`src/rtl/hdmi_pkg.sv`:
```
// Shared definitions for the HDMI test-pattern generator: mode encodings and the colour-bar table.
package hdmi_pkg;

  typedef enum logic [2:0] {
    MODE_GRID   = 3'd0,
    MODE_BARS   = 3'd1,
    MODE_CHECK  = 3'd2,
    MODE_GRAD   = 3'd3,
    MODE_SCROLL = 3'd4
  } mode_t;

  localparam logic [2:0] MODE_MAX = 3'd4;

  // {R,G,B} on/off per bar; element 0 is the leftmost bar (white) down to 7 (black).
  localparam logic [7:0][2:0] BAR_RGB = {
    3'b000, 3'b001, 3'b100, 3'b101, 3'b010, 3'b011, 3'b110, 3'b111
  };

  function automatic logic [7:0] full_scale(input logic on);
    return {8{on}};
  endfunction

endpackage

```
`src/rtl/hdmi_pattern_ctrl.sv`:
```
// Frame-start detection, frame counter, scroll offset and the frame-synchronous mode handshake.
module hdmi_pattern_ctrl
  import hdmi_pkg::*;
#(
  parameter int COORD_W     = 10,
  parameter int SCROLL_STEP = 1
) (
  input  logic               pixclk,
  input  logic               reset,
  input  logic [COORD_W-1:0] CounterX,
  input  logic [COORD_W-1:0] CounterY,
  input  logic [2:0]         mode_req,
  input  logic               mode_req_valid,
  output logic               mode_ack,
  output logic               mode_err,
  output logic [2:0]         mode_active,
  output logic [7:0]         frame_count,
  output mode_t              mode_now,
  output logic [7:0]         offset_now
);

  logic       fs;
  logic       legal;
  logic       pend_v;
  mode_t      pending;
  mode_t      active;
  logic [7:0] offset;
  logic [7:0] offset_fs;

  assign fs        = (CounterX == '0) && (CounterY == '0);
  assign legal     = (mode_req <= MODE_MAX);
  assign offset_fs = 8'(int'(frame_count) * SCROLL_STEP);

  always_ff @(posedge pixclk) begin
    if (reset) begin
      pend_v      <= 1'b0;
      pending     <= MODE_GRID;
      active      <= MODE_GRID;
      offset      <= '0;
      frame_count <= '0;
      mode_ack    <= 1'b0;
      mode_err    <= 1'b0;
    end else begin
      mode_ack <= fs && pend_v;
      mode_err <= mode_req_valid && !legal;
      if (fs) begin
        frame_count <= frame_count + 8'd1;
        offset      <= offset_fs;
        if (pend_v) begin
          active <= pending;
          pend_v <= 1'b0;
        end
      end
      // Placed after the fs apply so a same-cycle request stays pending for the next frame.
      if (mode_req_valid && legal) begin
        pending <= mode_t'(mode_req);
        pend_v  <= 1'b1;
      end
    end
  end

  // The pixel sampled on the fs cycle already belongs to the new frame's mode and offset.
  assign mode_now    = (fs && pend_v) ? pending : active;
  assign offset_now  = fs ? offset_fs : offset;
  assign mode_active = active;

endmodule

```
`src/rtl/hdmi_pattern_gen.sv`:
```
// Pipelined test-pattern generator: stage 1 captures pixel context, stage 2 registers the colour.
module hdmi_pattern_gen
  import hdmi_pkg::*;
#(
  parameter int COORD_W     = 10,
  parameter int COLOR_W     = 8,
  parameter int H_ACTIVE    = 640,
  parameter int BAR_COUNT   = 8,
  parameter int CHECK_LOG2  = 5,
  parameter int SCROLL_STEP = 1
) (
  input  logic               pixclk,
  input  logic               reset,
  input  logic [COORD_W-1:0] CounterX,
  input  logic [COORD_W-1:0] CounterY,
  input  logic               DrawArea,
  input  logic [2:0]         mode_req,
  input  logic               mode_req_valid,
  output logic               mode_ack,
  output logic               mode_err,
  output logic [2:0]         mode_active,
  output logic [7:0]         frame_count,
  output logic [COLOR_W-1:0] red,
  output logic [COLOR_W-1:0] green,
  output logic [COLOR_W-1:0] blue
);

  localparam logic [COORD_W-1:0] BAR_W    = COORD_W'(H_ACTIVE / BAR_COUNT);
  localparam logic [COORD_W-1:0] BAR_LAST = COORD_W'(BAR_COUNT - 1);

  mode_t      mode_now;
  logic [7:0] offset_now;

  hdmi_pattern_ctrl #(
    .COORD_W    (COORD_W),
    .SCROLL_STEP(SCROLL_STEP)
  ) u_ctrl (
    .pixclk        (pixclk),
    .reset         (reset),
    .CounterX      (CounterX),
    .CounterY      (CounterY),
    .mode_req      (mode_req),
    .mode_req_valid(mode_req_valid),
    .mode_ack      (mode_ack),
    .mode_err      (mode_err),
    .mode_active   (mode_active),
    .frame_count   (frame_count),
    .mode_now      (mode_now),
    .offset_now    (offset_now)
  );

  logic [COORD_W-1:0] x1;
  logic [7:0]         y1;
  logic               ychk1;
  logic               de1;
  mode_t              mode1;
  logic [7:0]         off1;

  always_ff @(posedge pixclk) begin
    if (reset) begin
      x1    <= '0;
      y1    <= '0;
      ychk1 <= 1'b0;
      de1   <= 1'b0;
      mode1 <= MODE_GRID;
      off1  <= '0;
    end else begin
      x1    <= CounterX;
      y1    <= CounterY[7:0];
      ychk1 <= CounterY[CHECK_LOG2];
      de1   <= DrawArea;
      mode1 <= mode_now;
      off1  <= offset_now;
    end
  end

  logic [7:0]         xs;
  logic [1:0]         xn43;
  logic [7:0]         wmask;
  logic [7:0]         amask;
  logic [COORD_W-1:0] bar_q;
  logic [2:0]         bar_idx;
  logic [2:0]         bar_rgb;
  logic [7:0]         c_r, c_g, c_b;

  assign xs      = x1[7:0];
  assign xn43    = ~xs[4:3];
  assign wmask   = full_scale(xs == y1);
  assign amask   = full_scale((xs[7:5] == 3'd2) && (y1[7:5] == 3'd2));
  assign bar_q   = x1 / BAR_W;
  assign bar_idx = (bar_q > BAR_LAST) ? BAR_LAST[2:0] : bar_q[2:0];
  assign bar_rgb = BAR_RGB[bar_idx];

  always_comb begin
    c_r = '0;
    c_g = '0;
    c_b = '0;
    if (de1) begin
      unique case (mode1)
        MODE_GRID: begin
          c_r = ({xs[5:0] & {6{y1[4:3] == xn43}}, 2'b00} | wmask) & ~amask;
          c_g = ((xs & {8{y1[6]}}) | wmask) & ~amask;
          c_b = y1 | wmask | amask;
        end
        MODE_BARS: begin
          c_r = full_scale(bar_rgb[2]);
          c_g = full_scale(bar_rgb[1]);
          c_b = full_scale(bar_rgb[0]);
        end
        MODE_CHECK: begin
          c_r = full_scale(x1[CHECK_LOG2] ^ ychk1);
          c_g = c_r;
          c_b = c_r;
        end
        MODE_GRAD: begin
          c_r = xs;
          c_g = y1;
          c_b = xs ^ y1;
        end
        MODE_SCROLL: begin
          c_r = full_scale((xs + off1) == y1);
          c_g = c_r;
          c_b = (c_r != '0) ? 8'hFF : 8'h40;
        end
        default: ;
      endcase
    end
  end

  always_ff @(posedge pixclk) begin
    if (reset) begin
      red   <= '0;
      green <= '0;
      blue  <= '0;
    end else begin
      red   <= COLOR_W'(c_r) << (COLOR_W - 8);
      green <= COLOR_W'(c_g) << (COLOR_W - 8);
      blue  <= COLOR_W'(c_b) << (COLOR_W - 8);
    end
  end

endmodule

```
`config.mk`:
```
export PLATFORM = sky130hd
export DESIGN_NAME = hdmi_pattern_gen
export DESIGN_NICKNAME = d
export VERILOG_FILES = /design/src/rtl/hdmi_pkg.sv /design/src/rtl/hdmi_pattern_ctrl.sv /design/src/rtl/hdmi_pattern_gen.sv
export SDC_FILE = /design/constraint.sdc
export NUM_CORES = 1
export LEC_CHECK = 0
export CAP_MARGIN = 20
export CORE_MARGIN = 5
export CORE_UTILIZATION = 51
export DETAILED_ROUTE_END_ITERATION = 8
export GPL_TIMING_DRIVEN = 0
export PLACE_DENSITY = 0.86
export RECOVER_POWER = 50
export SYNTH_ARGS = -nofsm -noshare
export SYNTH_HDL_FRONTEND = slang
export SYNTH_SLANG_ARGS = --single-unit
```
`constraint.sdc`:
```
create_clock -name pixclk -period 3.1 [get_ports pixclk]
set_input_delay 0.62 -clock pixclk [delete_from_list [all_inputs] [get_ports pixclk]]
set_output_delay 0.62 -clock pixclk [all_outputs]
set_load 0.05 [all_outputs]
```
# Word-level counts from Yosys, hierarchy flattened

Memories as Yosys holds them, arrays and structs flattened.
Cells that the tools add are included.

Input port bits: 27
Word-level logic and storage cells: 65
Memory bits (read-only): 24
Memories: 1
Register bits after elaboration: 72

Equal/unequal tests: 9
Bitwise logic cells: 13
Muxes and demuxes: 9
Reductions and logical operators: 12
Magnitude comparators: 3
Div/mod/pow operators: 1
$add $sub $neg: 2

Memories:

| memory          | words | bits a word | read ports | clocked after memory_dff | wr ports | line                   | text |
|---|---|---|---|---|---|---|---|
| (no name shown) | 8     | 3           | 1          | 0                        | 0        | hdmi_pattern_gen.sv:92 | `assign bar_rgb = BAR_RGB[bar_idx];` |

Operators by type and width:

| cell                  | number |
|---|---|
| $pmux 8 s5            | 3 |
| $or 8x8->8            | 4 |
| $and 8x8->8           | 3 |
| $logic_not 10->1      | 2 |
| $eq 8x8->1            | 2 |
| $eq 3x2->1 const B    | 4 |
| $div 10x7->10 const B | 1 |
| $gt 10x3->1 const B   | 1 |
| $mux 3                | 3 |
| $add 8x1->8 const B   | 1 |
| $add 8x8->8           | 1 |
| $mux 8                | 1 |
| $not 8->8             | 1 |
| $xor 8x8->8           | 1 |
| $and 6x6->6           | 1 |
| $logic_and 1x1->1     | 5 |
| $lt 3x4->1 const B    | 1 |
| $eq 3x1->1 const B    | 1 |
| $eq 3x3->1 const B    | 1 |
| $le 3x3->1 const B    | 1 |
| $logic_not 3->1       | 1 |
| $eq 2x2->1            | 1 |
| $mux 1                | 2 |
| $not 2->2             | 1 |
| other kinds (6)       | 6 |

# Depth between registers and ports, before layout

Word-level depth: 6
Depth in mapped cells: 9

# Hierarchy

From an unflattened synthesis, not the netlist that was laid out.

Cells, all modules: 414
Area, all modules: 3647.2 sq um

Modules (own cells, without submodules):

| module            | area an instance (sq um) | times used | sequential area each (sq um) | cells an instance |
|---|---|---|---|---|
| hdmi_pattern_gen  | 2488.6                   | 1          | 1081.0                       | 269 |
| hdmi_pattern_ctrl | 1158.6                   | 1          | 500.5                        | 145 |

# Worst setup path after synthesis

No wires, ideal clock.

Kind: reg2reg
Start point: register x1[0]
End point: register blue[5]
Required time: 3.025 ns
Cell stages (with the launch flop): 10
Clock period less this slack: 2.297 ns
Slack: 0.803 ns
Data arrival time: 2.223 ns
Library setup time: 0.075 ns
Path buffers: 1
Cells stage by stage: dfxtp_1 -> ha_1 -> fa_1 -> a21o_1 -> a21oi_2 -> xnor2_1 -> nor4_1 -> o2111ai_1 -> buf_2 -> a31oi_1

Cells in the longest elaborated chain, start to end: 6
Elaborated cells between the ends (all ways): 12
Those cells by class: add/sub (1); div (1); order compare (1); eq/ne (2); mux (4); bitwise (2); memory (1)

RTL lines:

| what                         | line                    | text |
|---|---|---|
| from (decl)                  | hdmi_pattern_gen.sv:52  | `logic [COORD_W-1:0] x1;` |
| from (signal assigned)       | hdmi_pattern_gen.sv:68  | `x1 <= CounterX;` |
| $div 10x7->10                | hdmi_pattern_gen.sv:90  | `assign bar_q = x1 / BAR_W;` |
| $gt 10x3->1                  | hdmi_pattern_gen.sv:91  | `assign bar_idx = (bar_q > BAR_LAST) ? BAR_LAST[2:0] : bar_q[2:0];` |
| $mux 3                       | hdmi_pattern_gen.sv:91  |  |
| $mem_v2 8x3                  | n/a                     |  |
| $mux 3 (implied by the code) | hdmi_pattern_gen.sv:92  |  |
| $pmux 8 s5 *                 | hdmi_pattern_gen.sv:99  | `unique case (mode1)` |
| to (signal assigned)         | hdmi_pattern_gen.sv:138 | `blue <= COLOR_W'(c_b) << (COLOR_W - 8);` |
| to (decl)                    | hdmi_pattern_gen.sv:25  | `output logic [COLOR_W-1:0] blue` |

Mark *: on every way between the ends. The rest lies on a longest branch, timed or not. The select of a mux whose other input is x is not followed.
A chain may end at the register's enable or synchronous reset.

# Worst setup path in the final report

Start point: register x1[0]
End point: register blue[0]

Same word-level chain as after synthesis.

==> reports/results.tsv <==
stage	metric	value	unit
clock_network	insertion_delay	0.34	ns
clock_network	clock_sink_count	71	
logic_synthesis	synth.area.top_cells	sky130_fd_sc_hd__dfxtp_1 (44%), sky130_fd_sc_hd__a21oi_1 (5.6%), sky130_fd_sc_hd__xor2_1 (4.3%), sky130_fd_sc_hd__nor2b_1 (4.3%), sky130_fd_sc_hd__ha_1 (3.5%)	
global_route	grt_start_max_net_pins	12	
power_and_ir_drop	vdd_drop_max	336	µV
clock_network	cts_setup_buffers	0	
outcome	run_status	finished, final reports clean	
clock_network	cts_hold_buffers	0	
sta	skew	0.00974	ns
floorplanning	core	6240	µm²
drt	drt-total-wl	8130	µm
logic_synthesis	syn_avg_cell_area	8.97	µm²
logic_synthesis	synth_top_area_cell	sky130_fd_sc_hd__dfxtp_1	
finish	share_of_final_layout_standard_cells_stronger_than_drive_strength_1	5.49	%
power_and_ir_drop	total_power	1.83	mW
clock_network	cts_resized	0	
global_route	number_of_global_route_vias_before_repair	2877	
drt	detail_route.drc_violations	0	
floorplanning	die-area	8020	µm²
critical_path	worst_path_largest_cell_delay	0.43	ns
logic_synthesis	netlist.area_leader.share	44.0	%
logic_synthesis	synthCells	360	
power_and_ir_drop	power_per_cell_area	444	nW/µm²
global_route	antenna_found_initial	0	
finish	fillers	519	
clock_network	clock-root-buffer	sky130_fd_sc_hd__clkbuf_8	
sta	period_needed	2.64	ns
floorplanning	dieHeight	89.6	µm
sta	rsz0062_at_grt	false	
critical_path	cp_data_arrival_time	2.90	ns
drt	via_count	2991	
drt	first_iteration_detailed_routing_drc_count	292	
min_path	hold_path.startpoint	u_ctrl.pending[1]	
logic_synthesis	synthArstFlopShare	0	%
logic_synthesis	post_synth_edffs	0	
sta	achievable-frequency	379	MHz
sta	hold_violations	0	
critical_path	worstReg2RegStart	x1[0]	
critical_path	critical_path.top_delay_family	compound AO/OA/AOI/OAI gates	
sta	finalCritPeriodShare	85.0	%
placed_design	place_hpwl	6200	µm
critical_path	crit_slowest_cell	sky130_fd_sc_hd__fa_1	
power_and_ir_drop	power.leakage	1.58	nW
sta	fin_setup_tns	0	ns
finish	final_nets	470	
global_route	wire_length_of_the_first_global_routing_pass	13200	µm
sta	worst_pin_slew	0.692	ns
critical_path	timing.critical_path.to_type	register	
logic_synthesis	yosys_most_used_dff	sky130_fd_sc_hd__dfxtp_1	
critical_path	bufs_and_invs_on_worst_path	1	
logic_synthesis	ys_seq_elements	71	
sta	final_report_max_slew_violation_count	0	
clock_network	cts_tree	done	
min_path	hold_end	u_ctrl.pending[1]	
critical_path	ff2ff_path_depth	9	
critical_path	worstPathCellList	ha_1, fa_1, a21o_1, a21oi_2, xnor2_1, nor4_1, o2111ai_1, buf_2, a31oi_1	
finish	syn2layout_area_growth	27.7	%
drt	detail_route.first_pass.iterations	5	
job	maxCapViolCount	0	
global_route	gr-total-overflow	0	
placed_design	port_buffers	62	
min_path	whs_path_depth	2	
logic_synthesis	post_synthesis_cell_area	3230	µm²
global_route	groute.usage.overall	21.4	%
floorplanning	top_level_ports	64	
drt	wl_per_cell	15.8	µm
clock_network	cts.htree.levels	3	
logic_synthesis	synth_cell_types	45	
logic_synthesis	syn_nets	397	
critical_path	setup.reg_to_reg.worst_slack	0.46	ns
floorplanning	die_span_x	89.6	µm
sta	finalSetupViolations	0	
floorplanning	fp-row-count	29	
placed_design	routabilityCongestion	0.952	
drt	drt.antenna.violating_nets	0	
critical_path	crit_path_category	register to register	
drt	via_per_inst	5.82	
floorplanning	floorplan.initialDensity	51.7	%
logic_synthesis	seq_area_frac_synth	44.0	%
critical_path	worst-endpoint-required	3.36	ns
sta	max-slew-margin-rel	53.8	%
clock_network	cts.reportedPaths.clkPinSlew	0.07	ns
logic_synthesis	synth.yosys.warnings	0	
finish	antenna_cells_inserted	0	
min_path	hold_class	register to register	
critical_path	critPathMaxFanout	10	
clock_network	number_of_buffers_created_by_cts	9	
critical_path	start_kind	register	
critical_path	worst_r2r_end	blue[0]	
clock_network	cts.path.max_buffers	2	
## layer usage
layer	vias up	global-route usage, %	wire (µm)
met4	0	8.66	127
met2	152	36.7	3950
met3	15	6.27	665
li1	1443	-	-
met1	1381	24.9	3390
met5	-	0	0
## synthesized netlist by cell type (all sizes together) (5+ instances only)
master	count
clkbuf	15
xor2	16
nand3	7
nor4	8
a21oi	37
a221oi	7
dfxtp	71
and2	5
a31oi	18
a22oi	7
nor2b	22
mux2i	7
o21ai	20
xnor2	12
nand2	24
buf	6
ha	9
nor2	27
nand4	5
## registers in the layout (all words and copies together) (netlist names)
name,count
blue,8
u_ctrl.offset,8
y1,8
de1,1
u_ctrl.mode_ack,1
u_ctrl.mode_active,3
x1,10
u_ctrl.mode_err,1
u_ctrl.frame_count,8
red,8
u_ctrl.pending,3
mode1,3
u_ctrl.pend_v,1
green,8
## worst max path at each step
stage               slack (ns)  cells past startpoint                     to         from
CTS                       0.48                      9               green[5]        x1[0]
detailed placement        0.44                      8  u_ctrl.frame_count[5]  CounterY[4]
global route              0.22                      9               green[6]        x1[0]
floorplan                 0.80                      9                blue[5]        x1[0]
global placement          0.51                      9                blue[0]        x1[0]
finish                    0.46                      9                blue[0]        x1[0]
## cells in the final DEF (no fill, tap or decap), types with 8 or more instances in the layout
master	Yosys	final
sky130_fd_sc_hd__dfxtp_1	71	71
sky130_fd_sc_hd__a21oi_1	36	36
sky130_fd_sc_hd__dlygate4sd3_1	0	34
sky130_fd_sc_hd__clkdlybuf4s50_1	0	28
sky130_fd_sc_hd__nor2_1	26	26
sky130_fd_sc_hd__nand2_1	24	24
sky130_fd_sc_hd__nor2b_1	22	22
sky130_fd_sc_hd__o21ai_0	15	17
sky130_fd_sc_hd__a31oi_1	17	17
sky130_fd_sc_hd__clkbuf_1	14	16
sky130_fd_sc_hd__xor2_1	16	16
sky130_fd_sc_hd__xnor2_1	12	12
sky130_fd_sc_hd__ha_1	9	9
sky130_fd_sc_hd__clkbuf_8	0	9
sky130_fd_sc_hd__nor4_1	8	8
## power by group
group,internal (mW),switching (mW)
combinational,0.0814,0.0997
sequential,0.933,0.0266
clock,0.362,0.329
total,1.38,0.456
## layout make-up
class	instances	area [µm²]	share of cell area [%]
Buffer	21	85.1	2.06
Clock buffer	10	128	3.10
Clock inverter	5	50.0	1.21
Inverter	3	11.3	0.273
Multi-Input combinational cell	265	1710	41.5
Sequential cell	71	1420	34.5
Tap cell	77	96.3	2.34
Timing Repair Buffer	62	621	15.1
## worst min-delay path, delay by kind of cell (launching register included)
family           cells  cell delay, ns
AND/OR/NAND/NOR      1            0.06
flip-flops           1            0.32
AO/OA/AOI/OAI        1            0.05
## kinds of logic (layout without fill, tap and decap cells)
logic type / Yosys count / after routing / synth area share (%)
buffers and inverters: 24 / 101 / 3.02
flip-flops: 71 / 71 / 44.0
adder cells (fa/ha/maj): 10 / 10 / 4.11
AND/OR/NAND/NOR: 116 / 116 / 18.6
multiplexers: 7 / 7 / 2.17
AO/OA/AOI/OAI: 104 / 104 / 20.4
XOR/XNOR: 28 / 28 / 7.60
## metrics by stage
step                      setup slack, ns  util (%)  instance area [µm²]  cells  hold WS [ns]
final                               0.465      66.0                 4120    514         0.478
after global routing                0.221      66.0                 4120    514         0.515
after CTS                           0.479      66.1                 4120    514         0.479
after detailed placement            0.444      63.2                 3950    499         0.469
after floorplan                     0.803         -                 3230    360         0.442
after global placement              0.510      63.2                 3950    499         0.461
Note: power is estimated with default switching activity, not from simulation.
